$ cat config.mk
export PLATFORM = sky130hd
export DESIGN_NAME = trig_phase_lock
export DESIGN_NICKNAME = d
export VERILOG_FILES = /design/src/rtl/trig_phase_lock.sv
export SDC_FILE = /design/constraint.sdc
export NUM_CORES = 1
export LEC_CHECK = 0
export ABC_CLOCK_PERIOD_IN_PS = 4200
export CORE_ASPECT_RATIO = 1.75
export CORE_MARGIN = 10
export CORE_UTILIZATION = 40
export CTS_BUF_LIST = sky130_fd_sc_hd__clkbuf_4 sky130_fd_sc_hd__clkbuf_8
export DETAILED_ROUTE_END_ITERATION = 6
export RECOVER_POWER = 50
export SYNTH_ARGS = -nofsm -noshare
export SYNTH_HDL_FRONTEND = slang
export SYNTH_SLANG_ARGS = --single-unit
export TNS_END_PERCENT = 20
$ cat constraint.sdc
create_clock -name clk_adc -period 4.2 [get_ports clk_adc]
set_clock_uncertainty 0.2 [all_clocks]
set_input_delay 0.84 -clock clk_adc [delete_from_list [all_inputs] [get_ports clk_adc]]
set_output_delay 0.84 -clock clk_adc [all_outputs]
set_load 0.02 [all_outputs]
$ cat src/rtl/trig_phase_lock.sv
// trig_phase_lock
// Chooses the clk_adc phase/edge on which the other boards' triggers are
// captured cleanly, based on the one-hot sync-phase flags reported at the end
// of each calibration window. It then re-times the coax trigger inputs so that
// the chosen phase lands on frame slot 0.
//
// Ports:
//   clk_adc         in   sole clock, rising edge
//   nrst            in   asynchronous active-low reset
//   cal_window      in   calibration window; its falling edge ends a window
//   phase_ok[7:0]   in   [3:0] rising-edge phases, [7:4] falling-edge phases
//   clear_lock      in   synchronous return to SEARCH, clears error counter
//   trig_in[NCH]    in   raw coax triggers
//   trig_out[NCH]   out  re-timed triggers (blanked 4 cycles on delay change)
//   frame_tick      out  high in frame slot 0 of the 4-cycle frame
//   locked          out  phase lock held (LOCKED or HOLDOVER)
//   sel_phase[1:0]  out  locked phase index
//   sel_edge        out  0 = rising edge, 1 = falling edge
//   lock_err_count  out  bad windows seen while locked, saturating
module trig_phase_lock #(
    parameter int NCH           = 16,
    parameter int LOCK_COUNT    = 3,
    parameter int UNLOCK_MISSES = 2
) (
    input  logic           clk_adc,
    input  logic           nrst,
    input  logic           cal_window,
    input  logic [7:0]     phase_ok,
    input  logic           clear_lock,
    input  logic [NCH-1:0] trig_in,
    output logic [NCH-1:0] trig_out,
    output logic           frame_tick,
    output logic           locked,
    output logic [1:0]     sel_phase,
    output logic           sel_edge,
    output logic [7:0]     lock_err_count
);

    typedef enum logic [1:0] {
        ST_SEARCH   = 2'd0,
        ST_CONFIRM  = 2'd1,
        ST_LOCKED   = 2'd2,
        ST_HOLDOVER = 2'd3
    } state_t;

    localparam logic [3:0] LOCK_CNT_L = 4'(LOCK_COUNT);
    localparam logic [3:0] MISS_CNT_L = 4'(UNLOCK_MISSES);

    // Exactly one flag set means the window saw a single clean phase.
    function automatic logic f_is_onehot(input logic [7:0] v);
        return (v != 8'd0) && ((v & (v - 8'd1)) == 8'd0);
    endfunction

    // Bit index of the set flag; {edge, phase} falls out of the index directly.
    function automatic logic [2:0] f_index(input logic [7:0] v);
        logic [2:0] idx;
        idx = 3'd0;
        for (int i = 0; i < 8; i++) begin
            idx = v[i] ? 3'(i) : idx;
        end
        return idx;
    endfunction

    function automatic logic [7:0] f_sat_inc(input logic [7:0] v);
        return (v == 8'hFF) ? v : (v + 8'd1);
    endfunction

    state_t         r_state, w_state_next;
    logic [2:0]     r_cand, w_cand_next;
    logic [3:0]     r_match, w_match_next;
    logic [3:0]     r_miss, w_miss_next;
    logic [7:0]     r_err, w_err_next;
    logic [2:0]     r_sel, w_sel_next;
    logic           r_locked;
    logic           r_cal_d;
    logic [1:0]     r_frame;
    logic           r_frame_tick;
    logic [NCH-1:0] r_pipe0, r_pipe1, r_pipe2;
    logic [NCH-1:0] r_trig_out;
    logic [2:0]     r_delay_prev;
    logic [1:0]     r_blank;

    logic           w_win_end;
    logic           w_good;
    logic [2:0]     w_idx;
    logic [2:0]     w_delay;
    logic           w_delay_chg;
    logic [NCH-1:0] w_tap;

    assign w_win_end = r_cal_d & ~cal_window;
    assign w_good    = f_is_onehot(phase_ok);
    assign w_idx     = f_index(phase_ok);

    // Window-edge detector and free-running frame counter with its tick.
    always_ff @(posedge clk_adc or negedge nrst) begin
        if (!nrst) begin
            r_cal_d      <= 1'b0;
            r_frame      <= 2'd0;
            r_frame_tick <= 1'b0;
        end else begin
            r_cal_d      <= cal_window;
            r_frame      <= r_frame + 2'd1;
            r_frame_tick <= (r_frame == 2'd0);
        end
    end

    // Lock FSM state and the registers it owns.
    always_ff @(posedge clk_adc or negedge nrst) begin
        if (!nrst) begin
            r_state  <= ST_SEARCH;
            r_cand   <= 3'd0;
            r_match  <= 4'd0;
            r_miss   <= 4'd0;
            r_err    <= 8'd0;
            r_sel    <= 3'd0;
            r_locked <= 1'b0;
        end else begin
            r_state  <= w_state_next;
            r_cand   <= w_cand_next;
            r_match  <= w_match_next;
            r_miss   <= w_miss_next;
            r_err    <= w_err_next;
            r_sel    <= w_sel_next;
            r_locked <= (w_state_next == ST_LOCKED) || (w_state_next == ST_HOLDOVER);
        end
    end

    // Lock FSM next-state: window evaluation, with clear_lock taking priority.
    always_comb begin
        w_state_next = r_state;
        w_cand_next  = r_cand;
        w_match_next = r_match;
        w_miss_next  = r_miss;
        w_err_next   = r_err;
        w_sel_next   = r_sel;
        if (clear_lock) begin
            w_state_next = ST_SEARCH;
            w_match_next = 4'd0;
            w_miss_next  = 4'd0;
            w_err_next   = 8'd0;
        end else if (w_win_end) begin
            case (r_state)
                ST_SEARCH: begin
                    if (w_good) begin
                        w_cand_next  = w_idx;
                        w_match_next = 4'd1;
                        if (LOCK_CNT_L == 4'd1) begin
                            w_state_next = ST_LOCKED;
                            w_sel_next   = w_idx;
                            w_miss_next  = 4'd0;
                        end else begin
                            w_state_next = ST_CONFIRM;
                        end
                    end else begin
                        w_state_next = ST_SEARCH;
                    end
                end
                ST_CONFIRM: begin
                    if (w_good && (w_idx == r_cand)) begin
                        w_match_next = r_match + 4'd1;
                        if ((r_match + 4'd1) >= LOCK_CNT_L) begin
                            w_state_next = ST_LOCKED;
                            w_sel_next   = r_cand;
                            w_miss_next  = 4'd0;
                        end else begin
                            w_state_next = ST_CONFIRM;
                        end
                    end else if (w_good) begin
                        w_cand_next  = w_idx;
                        w_match_next = 4'd1;
                    end else begin
                        w_state_next = ST_SEARCH;
                        w_match_next = 4'd0;
                    end
                end
                ST_LOCKED: begin
                    if (w_good && (w_idx == r_sel)) begin
                        w_miss_next = 4'd0;
                    end else begin
                        w_err_next = f_sat_inc(r_err);
                        if (MISS_CNT_L == 4'd1) begin
                            w_state_next = ST_SEARCH;
                            w_match_next = 4'd0;
                            w_miss_next  = 4'd0;
                        end else begin
                            w_state_next = ST_HOLDOVER;
                            w_miss_next  = 4'd1;
                        end
                    end
                end
                ST_HOLDOVER: begin
                    if (w_good && (w_idx == r_sel)) begin
                        w_miss_next  = 4'd0;
                        w_state_next = ST_LOCKED;
                    end else begin
                        w_err_next = f_sat_inc(r_err);
                        if ((r_miss + 4'd1) >= MISS_CNT_L) begin
                            w_state_next = ST_SEARCH;
                            w_match_next = 4'd0;
                            w_miss_next  = 4'd0;
                        end else begin
                            w_miss_next = r_miss + 4'd1;
                        end
                    end
                end
                default: begin
                    w_state_next = ST_SEARCH;
                end
            endcase
        end else begin
            w_state_next = r_state;
        end
    end

    // Delay 1 + ((4 - phase) mod 4); (0 - phase) in 2 bits is that modulo.
    always_comb begin
        w_delay = 3'd1;
        if (r_locked) begin
            w_delay = 3'd1 + {1'b0, 2'd0 - r_sel[1:0]};
        end else begin
            w_delay = 3'd1;
        end
    end

    assign w_delay_chg = (w_delay != r_delay_prev);

    // Tap select: the output register adds the final cycle of delay.
    always_comb begin
        w_tap = trig_in;
        case (w_delay)
            3'd1:    w_tap = trig_in;
            3'd2:    w_tap = r_pipe0;
            3'd3:    w_tap = r_pipe1;
            3'd4:    w_tap = r_pipe2;
            default: w_tap = trig_in;
        endcase
    end

    // Trigger pipeline and output blanking across delay changes.
    always_ff @(posedge clk_adc or negedge nrst) begin
        if (!nrst) begin
            r_pipe0      <= '0;
            r_pipe1      <= '0;
            r_pipe2      <= '0;
            r_trig_out   <= '0;
            r_delay_prev <= 3'd1;
            r_blank      <= 2'd0;
        end else begin
            r_pipe0      <= trig_in;
            r_pipe1      <= r_pipe0;
            r_pipe2      <= r_pipe1;
            r_delay_prev <= w_delay;
            if (w_delay_chg) begin
                r_trig_out <= '0;
                r_blank    <= 2'd3;
            end else if (r_blank != 2'd0) begin
                r_trig_out <= '0;
                r_blank    <= r_blank - 2'd1;
            end else begin
                r_trig_out <= w_tap;
            end
        end
    end

    assign trig_out       = r_trig_out;
    assign frame_tick     = r_frame_tick;
    assign locked         = r_locked;
    assign sel_phase      = r_sel[1:0];
    assign sel_edge       = r_sel[2];
    assign lock_err_count = r_err;

endmodule

### Yosys cells after proc, flatten, opt, wreduce, memory -nomap -nowiden

Cells that the tools add are included.

| cells by class | value |
|---|---|
| muxes and demuxes | 47 |
| equality and inequality tests | 20 |
| order comparisons | 2 |
| add/sub/neg operators | 8 |
| reductions and logical operators | 21 |
| bitwise gates (word level) | 4 |

Operator list:

| kind | number |
|---|---|
| 4-bit 2-to-1 mux | 12 |
| 16-bit case mux with 3 select lines | 1 |
| 8-bit 2-to-1 mux | 5 |
| 16-bit 2-to-1 mux | 2 |
| 2-bit 2-to-1 mux | 12 |
| 4-bit case mux with 3 select lines | 2 |
| 3-bit 2-to-1 mux | 7 |
| 3-bit inequality test, second input constant | 5 |
| 4-bit AND reduction | 3 |
| 5-bit AND reduction | 2 |
| 2-bit nonzero test | 5 |
| 4-bit by 1-bit adder with 4-bit output, second input constant | 2 |
| 8-bit by 1-bit adder with 8-bit output, second input constant | 1 |
| 8-bit AND | 1 |
| 2-bit == test, second input constant | 4 |
| 8-bit == test, second input constant | 1 |
| 4-bit by 2-bit greater-or-equal comparator with 1-bit output, second input constant | 2 |
| 8-bit zero test | 1 |
| 2-bit case mux with 4 select lines | 1 |
| 4-bit nonzero test | 2 |
| 8-bit nonzero test | 1 |
| 8-bit by 1-bit subtractor with 8-bit output, second input constant | 1 |
| 3-bit by 2-bit == test with 1-bit output, second input constant | 2 |
| 3-bit == test | 2 |
| 16 further kinds | 25 |

| storage, ports and cells | value |
|---|---|
| input port bits | 28 |
| logic and storage cells | 118 |
| output and inout bits | 29 |
| bits in registers | 98 |

### Logic depth before layout (Yosys ltp)

Gate-level depths: netlist of the first run.

| logic depth | value |
|---|---|
| depth in word-level cells | 15 |
| depth in mapped cells | 10 |
| mapped depth without buffers | 8 |

### Worst setup path after synthesis of the first run

OpenSTA, ideal clock, no wires.

| timing | value |
|---|---|
| kind | input to register |
| start point | input phase_ok[3] |
| end point | register r_sel[2] |
| slack | 1.078 ns |
| data required time | 3.875 ns |
| stages | 9 |
| buffers on the path | 2 |
| library setup time | 0.125 ns |
| arrival time | 2.797 ns |
| path through | buf_6 -> or4_1 -> or4_1 -> nand3_1 -> and2_1 -> buf_4 -> nand2_4 -> nor3_4 -> mux2_2 |

| between the ends | value |
|---|---|
| cells in the longest elaborated chain, start to end | 8 |
| elaborated cells between the ends (all ways) | 13 |
| classes of those cells | add/sub: 1; eq/ne: 1; mux: 5; bitwise: 1; reduce/logical: 5 |

RTL lines:

| item | line | source |
|---|---|---|
| start: declaration | 28 | `input logic [7:0] phase_ok,` |
| branches (longest 6 deep; another with 8-bit by 1-bit subtractor with 8-bit output) | - |  |
| 1-bit logical AND * | 159 | `if (w_good && (w_idx == r_cand)) begin` |
| 5-bit AND reduction (no source line) * | - |  |
| end signal: assignment | 123 | `r_sel <= w_sel_next;` |
| end: declaration | 73 | `logic [2:0] r_sel, w_sel_next;` |

Mark *: on every way between the ends.
A chain may end at the register's enable or synchronous reset.

### Worst setup path in the final report of the first run

| timing | value |
|---|---|
| start point | input phase_ok[4] |
| end point | register r_sel[2] |

| between the ends | value |
|---|---|
| cells in the longest elaborated chain, start to end | 7 |
| elaborated cells between the ends (all ways) | 12 |
| classes of those cells | add/sub: 1; eq/ne: 1; mux: 4; bitwise: 1; reduce/logical: 5 |

RTL lines:

| item | line |
|---|---|
| branches (longest 5 deep; another with 8-bit by 1-bit subtractor with 8-bit output) | - |
| 1-bit logical AND * | 159 |
| 5-bit AND reduction (no source line) * | - |

Marked as above.

==> key figures, run 1 <==
GRT
  • Initial antenna violation count: 0
  • Gr ovfl total: 0
  • Global Route Usage Sum: 13.3%
  • First-pass GRT wire length: 16700 um
  • Pin count of the biggest net entering global routing: 50
  • Vias in the first global route: 3297

Timing
  • Least-Margin Pin Slew: 2.51 ns
  • Slew headroom: -67.5%
  • Final Hold Vio Count: 0
  • Final Setup Violations: 0
  • Final setup TNS: 0 ns
  • Unrepaired setup endpoints after global routing: no
  • Count of final max-slew check failures: 50
  • Fmax achieved: 290 MHz
  • Minimum clock period: 3.45 ns
  • Final period util: 82.2%

Synth
  • Synth Area in Simple Gates: 14.4%
  • Seq/Total Area, Yosys: 57.9%
  • Synth Register Bits: 98
  • Post-synthesis compound-gate area fraction: 17.1%
  • Largest area contributor in the netlist: dfrtp_1
  • Syn Nets: 407
  • Post-synthesis xor/xnor area fraction: 1.45%
  • Synth unique cells: 64
  • Synthesized area: 4230 um2
  • Synth Flop Type: dfrtp_1
  • Number of synthesized flops with an enable pin: 0
  • Synth Warn #: 0
  • Synth Area in Adders: 3.55%
  • Synth Instances: 367
  • Ranking of synthesized cells by area: dfrtp_1 (57%), a21oi_1 (4.0%), a222oi_1 (4.0%)
  • Syn_area_per_cell: 11.5 um2
  • Multiplexer share of the synthesized area: 2.04%
  • Async S/R FF share, synth: 100%
  • Top-count cell post-synth: dfrtp_1
  • Most frequent cells after synthesis: dfrtp_1 (97), a21oi_1 (34), nand2_1 (32)
  • Largest family of logic cells by synthesized area: compound AO/OA/AOI/OAI gates
  • Top-area cell type share of the netlist area: 57.3%

Worst setup path
  • Startpoint types: primary input
  • Critical Path RT: 4.25 ns
  • Crit Path Class: in2reg
  • Worst EP arrival: 3.50 ns
  • Crit-path max FO: 10
  • Critical Path Sink Type: flip-flop

Floorplanning
  • Die footprint: 15300 um2
  • Initial Util: 41.1%
  • Core area: 10300 um2
  • Die Y: 156 um
  • Chip Width: 97.8 um
  • Std cell rows: 49
  • IO Pins: 57

Power and ir drop
  • Overall power: 0.00174 W
  • P_leak: 2.22 nW
  • Worst VDD drop: 0.267 mV
  • Pwr per Cell Area: 337 nW/um2

Placement
  • Port Buf Inserts: 56
  • RD Place Congestion: 0.789
  • Final HPWL DP: 7200 um
  • Placed Instance Area: 4960 um2

Clocking
  • Cts repair resizes: 0
  • CTS max path bufs: 2
  • Num CTS Buffers: 9
  • Post-CTS setup buffer count: 0
  • Htree depth: 3
  • Sink Count: 98
  • Root Buffer: clkbuf_8
  • Clock transition at path regs: 0.09 ns
  • CTS Hold Buffers Added: 0
  • CTS tree: done
  • Clock Latency Late Sink: 0.36 ns

Cells and area
  • Design Area, Final: 5150 um2
  • Fraction of layout cells with a size suffix above 1: 12.2%
  • Layout area overhead: 21.7%
  • Nets: 468
  • Util after Layout: 50.0%
  • ANT cells: 0

Routing
  • Detailed Route WL: 9930 um
  • DR vias/cell: 5.53
  • Average wire per standard cell: 17.7 um
  • Post-DRT Antenna Nets: 0
  • DR vias: 3095
  • 1st-pass router iterations: 5
  • Drt drc: 0
  • 1st-iter DRT viols: 176

Min path
  • Hold Crit Class: reg2reg

Outcome
  • Failing checks: capacitance limit, slew limit
  • Status: complete, but fails checks

Job
  • Max-cap violations: 1
-- stage by stage --
step	cells	hold WS (ns)	setup slack (ns)
global route	560	0.191	0.488
CTS	560	0.185	0.784
finish	560	0.183	0.750
floorplan	367	0.153	1.08
global placement	544	0.158	0.434
detailed placement	544	0.161	0.410
-- where the power goes --
| group | total (W) | internal (W) | switching (W) |
|---|---|---|---|
| sequential | 0.000992 | 0.000976 | 0.0000157 |
| clock | 0.000627 | 0.000290 | 0.000338 |
| combinational | 0.000120 | 0.0000519 | 0.0000680 |
| total | 0.00174 | 0.00132 | 0.000421 |
-- final timing paths --
path / slack (ns) / startpoint / to / cells past startpoint
worst min register to register: 0.18 / r_pipe0[14]$_DFF_PN0_ / r_pipe1[14]$_DFF_PN0_ / 0
max in group asynchronous: 1.04 / nrst / r_pipe2[0]$_DFF_PN0_ / 2
worst max register to register: 1.36 / r_sel[0]$_DFFE_PN0P_ / trig_out[4]$_DFF_PN0_ / 7
min in group asynchronous: 1.05 / nrst / r_pipe2[8]$_DFF_PN0_ / 1
worst min-delay path: 0.18 / r_pipe0[14]$_DFF_PN0_ / r_pipe1[14]$_DFF_PN0_ / 0
worst max-delay path: 0.75 / phase_ok[4] / r_sel[2]$_DFFE_PN0P_ / 8
-- sequential cells by signal, indices dropped and copies added (netlist names) --
| register | flops |
|---|---|
| r_pipe0 | 16 |
| r_pipe1 | 16 |
| r_pipe2 | 16 |
| trig_out | 16 |
| lock_err_count | 8 |
| r_match | 4 |
| r_miss | 4 |
| r_cand | 3 |
| r_delay_prev | 3 |
| r_sel | 3 |
| r_blank | 2 |
| r_frame | 2 |
| r_state | 2 |
| frame_tick | 1 |
| locked | 1 |
| r_cal_d | 1 |
-- cell families (layout without fill, tap and decap cells) --
kind of cell / count (synthesis) / count (layout)
flops: 98 / 98
xor+xnor: 7 / 7
mux: 7 / 7
fa+ha+maj: 12 / 12
simple gates: 107 / 107
compound gates: 104 / 104
buf+inv: 32 / 98
-- area by class of cell --
class / count / area [um2]
tap: 127 / 159
fill: 934 / 5140
timing repair buffer: 66 / 627
inverter: 16 / 60.1
clock buffer: 10 / 131
clock inverter: 6 / 72.6
multi-input combinational: 237 / 1650
sequential: 98 / 2450
-- per-layer routing --
layer | GRT usage [%] | routed length [um] | vias up
met2 | 24.0 | 5470 | 60
met3 | 2.88 | 355 | 13
met5 | 0 | 0 | -
met1 | 14.8 | 3950 | 1554
li1 | - | - | 1468
met4 | 4.73 | 152 | 0
-- critical path: stages --
cell             delay, ns
clkdlybuf4s50_1       0.56
or4_1                 0.56
or4_1                 0.42
nand3_1               0.11
and2_1                0.33
nand2_4               0.10
nor3_4                0.22
mux2_2                0.35
-- placed cells by master, fill, tap and decap left out, drive strengths merged, types with 4 or more instances in the layout --
cell type,count
a21oi,34
a222oi,17
a31oi,5
and2,4
buf,9
clkbuf,12
clkdlybuf4s50,38
dfrtp,97
dlygate4sd3,17
ha,12
inv,19
mux2,7
nand2,33
nand2b,5
nand3,6
nand3b,5
nor2,11
nor2b,5
nor3,10
o211ai,5
o21ai,20
o31ai,4
or2,5
or3,8
or4,4
xor2,4
Power figures use the tool's default switching activity.
==> run 2, diff against run 1 <==
ABC_CLOCK_PERIOD_IN_PS = 3200   (was 4200)
clock period = 3.2 ns   (was 4.2 ns; I/O delays follow)
==> run 2 against run 1 <==
  * The run still ends with capacitance limit, slew limit left
  * Utilization increased by 2.6 points
  * Worst setup slack got worse by 0.59 ns
  * Total power increased by 35%
  * Via count increased by 5.7%
  * Combinational power increased by 48%
  * Non-clock buffer count increased by 32
  * Global-route usage increased by 0.34 points
  * Critical path depth increased by 1
  * Cell count increased by 5.7%
  * Worst hold slack improved by 0.0011 ns
  * Sequential share of layout area decreased by 2.4 points
  * Largest cell class unchanged
  * Highest routed layer unchanged
==> key figures, run 2 (same netlist as run 1, synthesis figures left out) <==
Floorplanning
  • Core area: 10300 um2
  • Die Y: 156 um
  • Chip Width: 97.8 um
  • Die footprint: 15300 um2
  • Initial Util: 41.1%
  • IO Pins: 57
  • Std cell rows: 49

Cells and area
  • Area of the multi-input gates: 1650 um2
  • Design Area, Final: 5430 um2
  • Layout area overhead: 28.2%
  • Most common cell after layout, fill and taps aside: dfrtp_1
  • FILL cells: 929
  • Nets: 500
  • Fraction of layout cells with a size suffix above 1: 18.1%
  • ANT cells: 0
  • Commonest cells after routing, fill and taps aside: dfrtp_1 (97), buf_4 (39), clkdlybuf4s50_1 (38)
  • FF+latch area: 2450 um2
  • Fin cells: 592

Routing
  • 1st-pass router iterations: 6
  • DR vias/cell: 5.52
  • Detailed Route WL: 10200 um
  • DR vias: 3270
  • Average wire per standard cell: 17.2 um
  • Drt drc: 0
  • Post-DRT Antenna Nets: 0
  • 1st-iter DRT viols: 193

Timing
  • Least-Margin Pin Slew: 1.68 ns
  • Unrepaired setup endpoints after global routing: no
  • Final period util: 94.9%
  • Worst Slack Setup Final: 0.164 ns
  • Slew headroom: -11.8%
  • Minimum clock period: 3.04 ns
  • Count of final max-slew check failures: 30
  • Fmax achieved: 329 MHz
  • Final Hold Vio Count: 0
  • Final Setup Violations: 0

Worst setup path
  • Crit-path max cell delay: 0.59 ns
  • Worst R2R Start: r_miss[0]$_DFFE_PN0P_
  • FF-to-FF setup slack: 0.65 ns
  • Cell depth of the worst flop-to-flop path: 8
  • Crit-path slowest cell: or4_4
  • Crit-path max FO: 6
  • CP startpoint: phase_ok[4]
  • Startpoint types: primary input
  • RR Endpoint: r_match[0]$_DFFE_PN0P_
  • Critical Path RT: 3.28 ns
  • CP cell instances: clkdlybuf4s50_1 -> or4_4 -> o31ai_2 -> a22oi_1 -> nor4b_4 -> nand3b_2 -> o21a_2 -> buf_4 -> o22ai_1
  • Critical Path Sink Type: flip-flop
  • Crit Path Class: in2reg
  • Worst EP arrival: 3.11 ns

Clocking
  • CTS tree: done
  • Sink Count: 98
  • CTS max path bufs: 2
  • Post-CTS setup buffer count: 0
  • Clock transition at path regs: 0.10 ns
  • Clock Latency Late Sink: 0.37 ns
  • Htree depth: 3
  • Num CTS Buffers: 9
  • Root Buffer: clkbuf_8

GRT
  • Pin count of the biggest net entering global routing: 51
  • Gr ovfl total: 0
  • Vias in the first global route: 3444
  • Global Route Usage Sum: 13.6%
  • First-pass GRT wire length: 17200 um
  • Initial antenna violation count: 0

Power and ir drop
  • Internal Power: 0.00175 W
  • P_leak: 2.39 nW
  • Clk pwr share: 36.8%
  • Net Sw Power: 0.000591 W
  • Worst VDD drop: 0.260 mV
  • Sequential fraction of design power: 55.6%
  • Combinational share of power: 7.6%
  • Pwr per Cell Area: 432 nW/um2
  • Switching share of power: 25.2%

Placement
  • Port Buf Inserts: 56
  • DP Cell Count: 575
  • RD Place Congestion: 0.857
  • Setup WS pre-CTS: -0.223 ns
  • Final HPWL DP: 7520 um
  • Placed Instance Area: 5200 um2

Min path
  • Hold path endpoint: r_pipe2[1]$_DFF_PN0_
  • Hold Crit Class: reg2reg
  • Hold Path Stages: 0
  • HP Start: r_pipe1[1]$_DFF_PN0_

Job
  • Max-cap violations: 1

Outcome
  • Failing checks: capacitance limit, slew limit
  • Status: complete, but fails checks
==> run 2: critical path, delay by kind of cell <==
kind / cells / cell delay, ns
compound gates: 4 / 0.68
buf+inv: 2 / 0.64
simple gates: 3 / 1.15
==> run 2: how the worst max path moves through the flow <==
stage,slack [ns],end
2_1_floorplan,0.28,r_sel[2]$_DFFE_PN0P_
3_3_place_gp,-0.18,r_match[3]$_DFFE_PN0P_
3_5_place_dp,-0.22,r_match[0]$_DFFE_PN0P_
4_1_cts,0.17,r_match[0]$_DFFE_PN0P_
5_1_grt,0.04,r_miss[0]$_DFFE_PN0P_
6_report,0.16,r_match[0]$_DFFE_PN0P_
==> run 2: layout make-up <==
type                       count  share of cell area [%]
clock inverter                 7                    1.78
timing repair buffer          98                    16.2
multi-input combinational    237                    30.5
clock buffer                   9                    2.28
tap                          127                    2.93
sequential                    98                    45.2
inverter                      16                    1.11
==> run 2: what timing repair did <==
item                                    CTS  global route
hold buffers                              1             0
hold endpoints to repair                 28             0
endpoints found under the setup margin    0             1
gates resized for setup                   0             1
==> run 2: through the flow <==
step	total power [W]	TNS, ns	hold slack (ns)	util [%]
6_report	0.00234	0	0.184	52.7
3_3_place_gp	0.00151	-2.49	0.158	50.5
5_1_grt	0.00244	0	0.196	52.7
3_5_place_dp	0.00151	-4.09	0.163	50.5
4_1_cts	0.00239	0	0.186	52.7
2_1_floorplan	0.00139	0	0.144	-
==> run 2: metal layers <==
layer / vias to the layer above / GRT usage [%] / share of wire (%)
met5: - / 0 / 0
met2: 86 / 24.3 / 53
li1: 1533 / - / -
met1: 1636 / 14.9 / 40
met4: 0 / 5.70 / 2.4
met3: 15 / 3.37 / 4.6
==> run 2: power groups by stage <==
stage | clock network, W | registers [W] | logic [W]
after floorplan | 0 | 0.00133 | 0.0000555
after global placement | 0 | 0.00132 | 0.000181
after detailed placement | 0 | 0.00133 | 0.000185
after CTS | 0.000899 | 0.00130 | 0.000187
after global routing | 0.000939 | 0.00131 | 0.000197
final | 0.000862 | 0.00130 | 0.000178
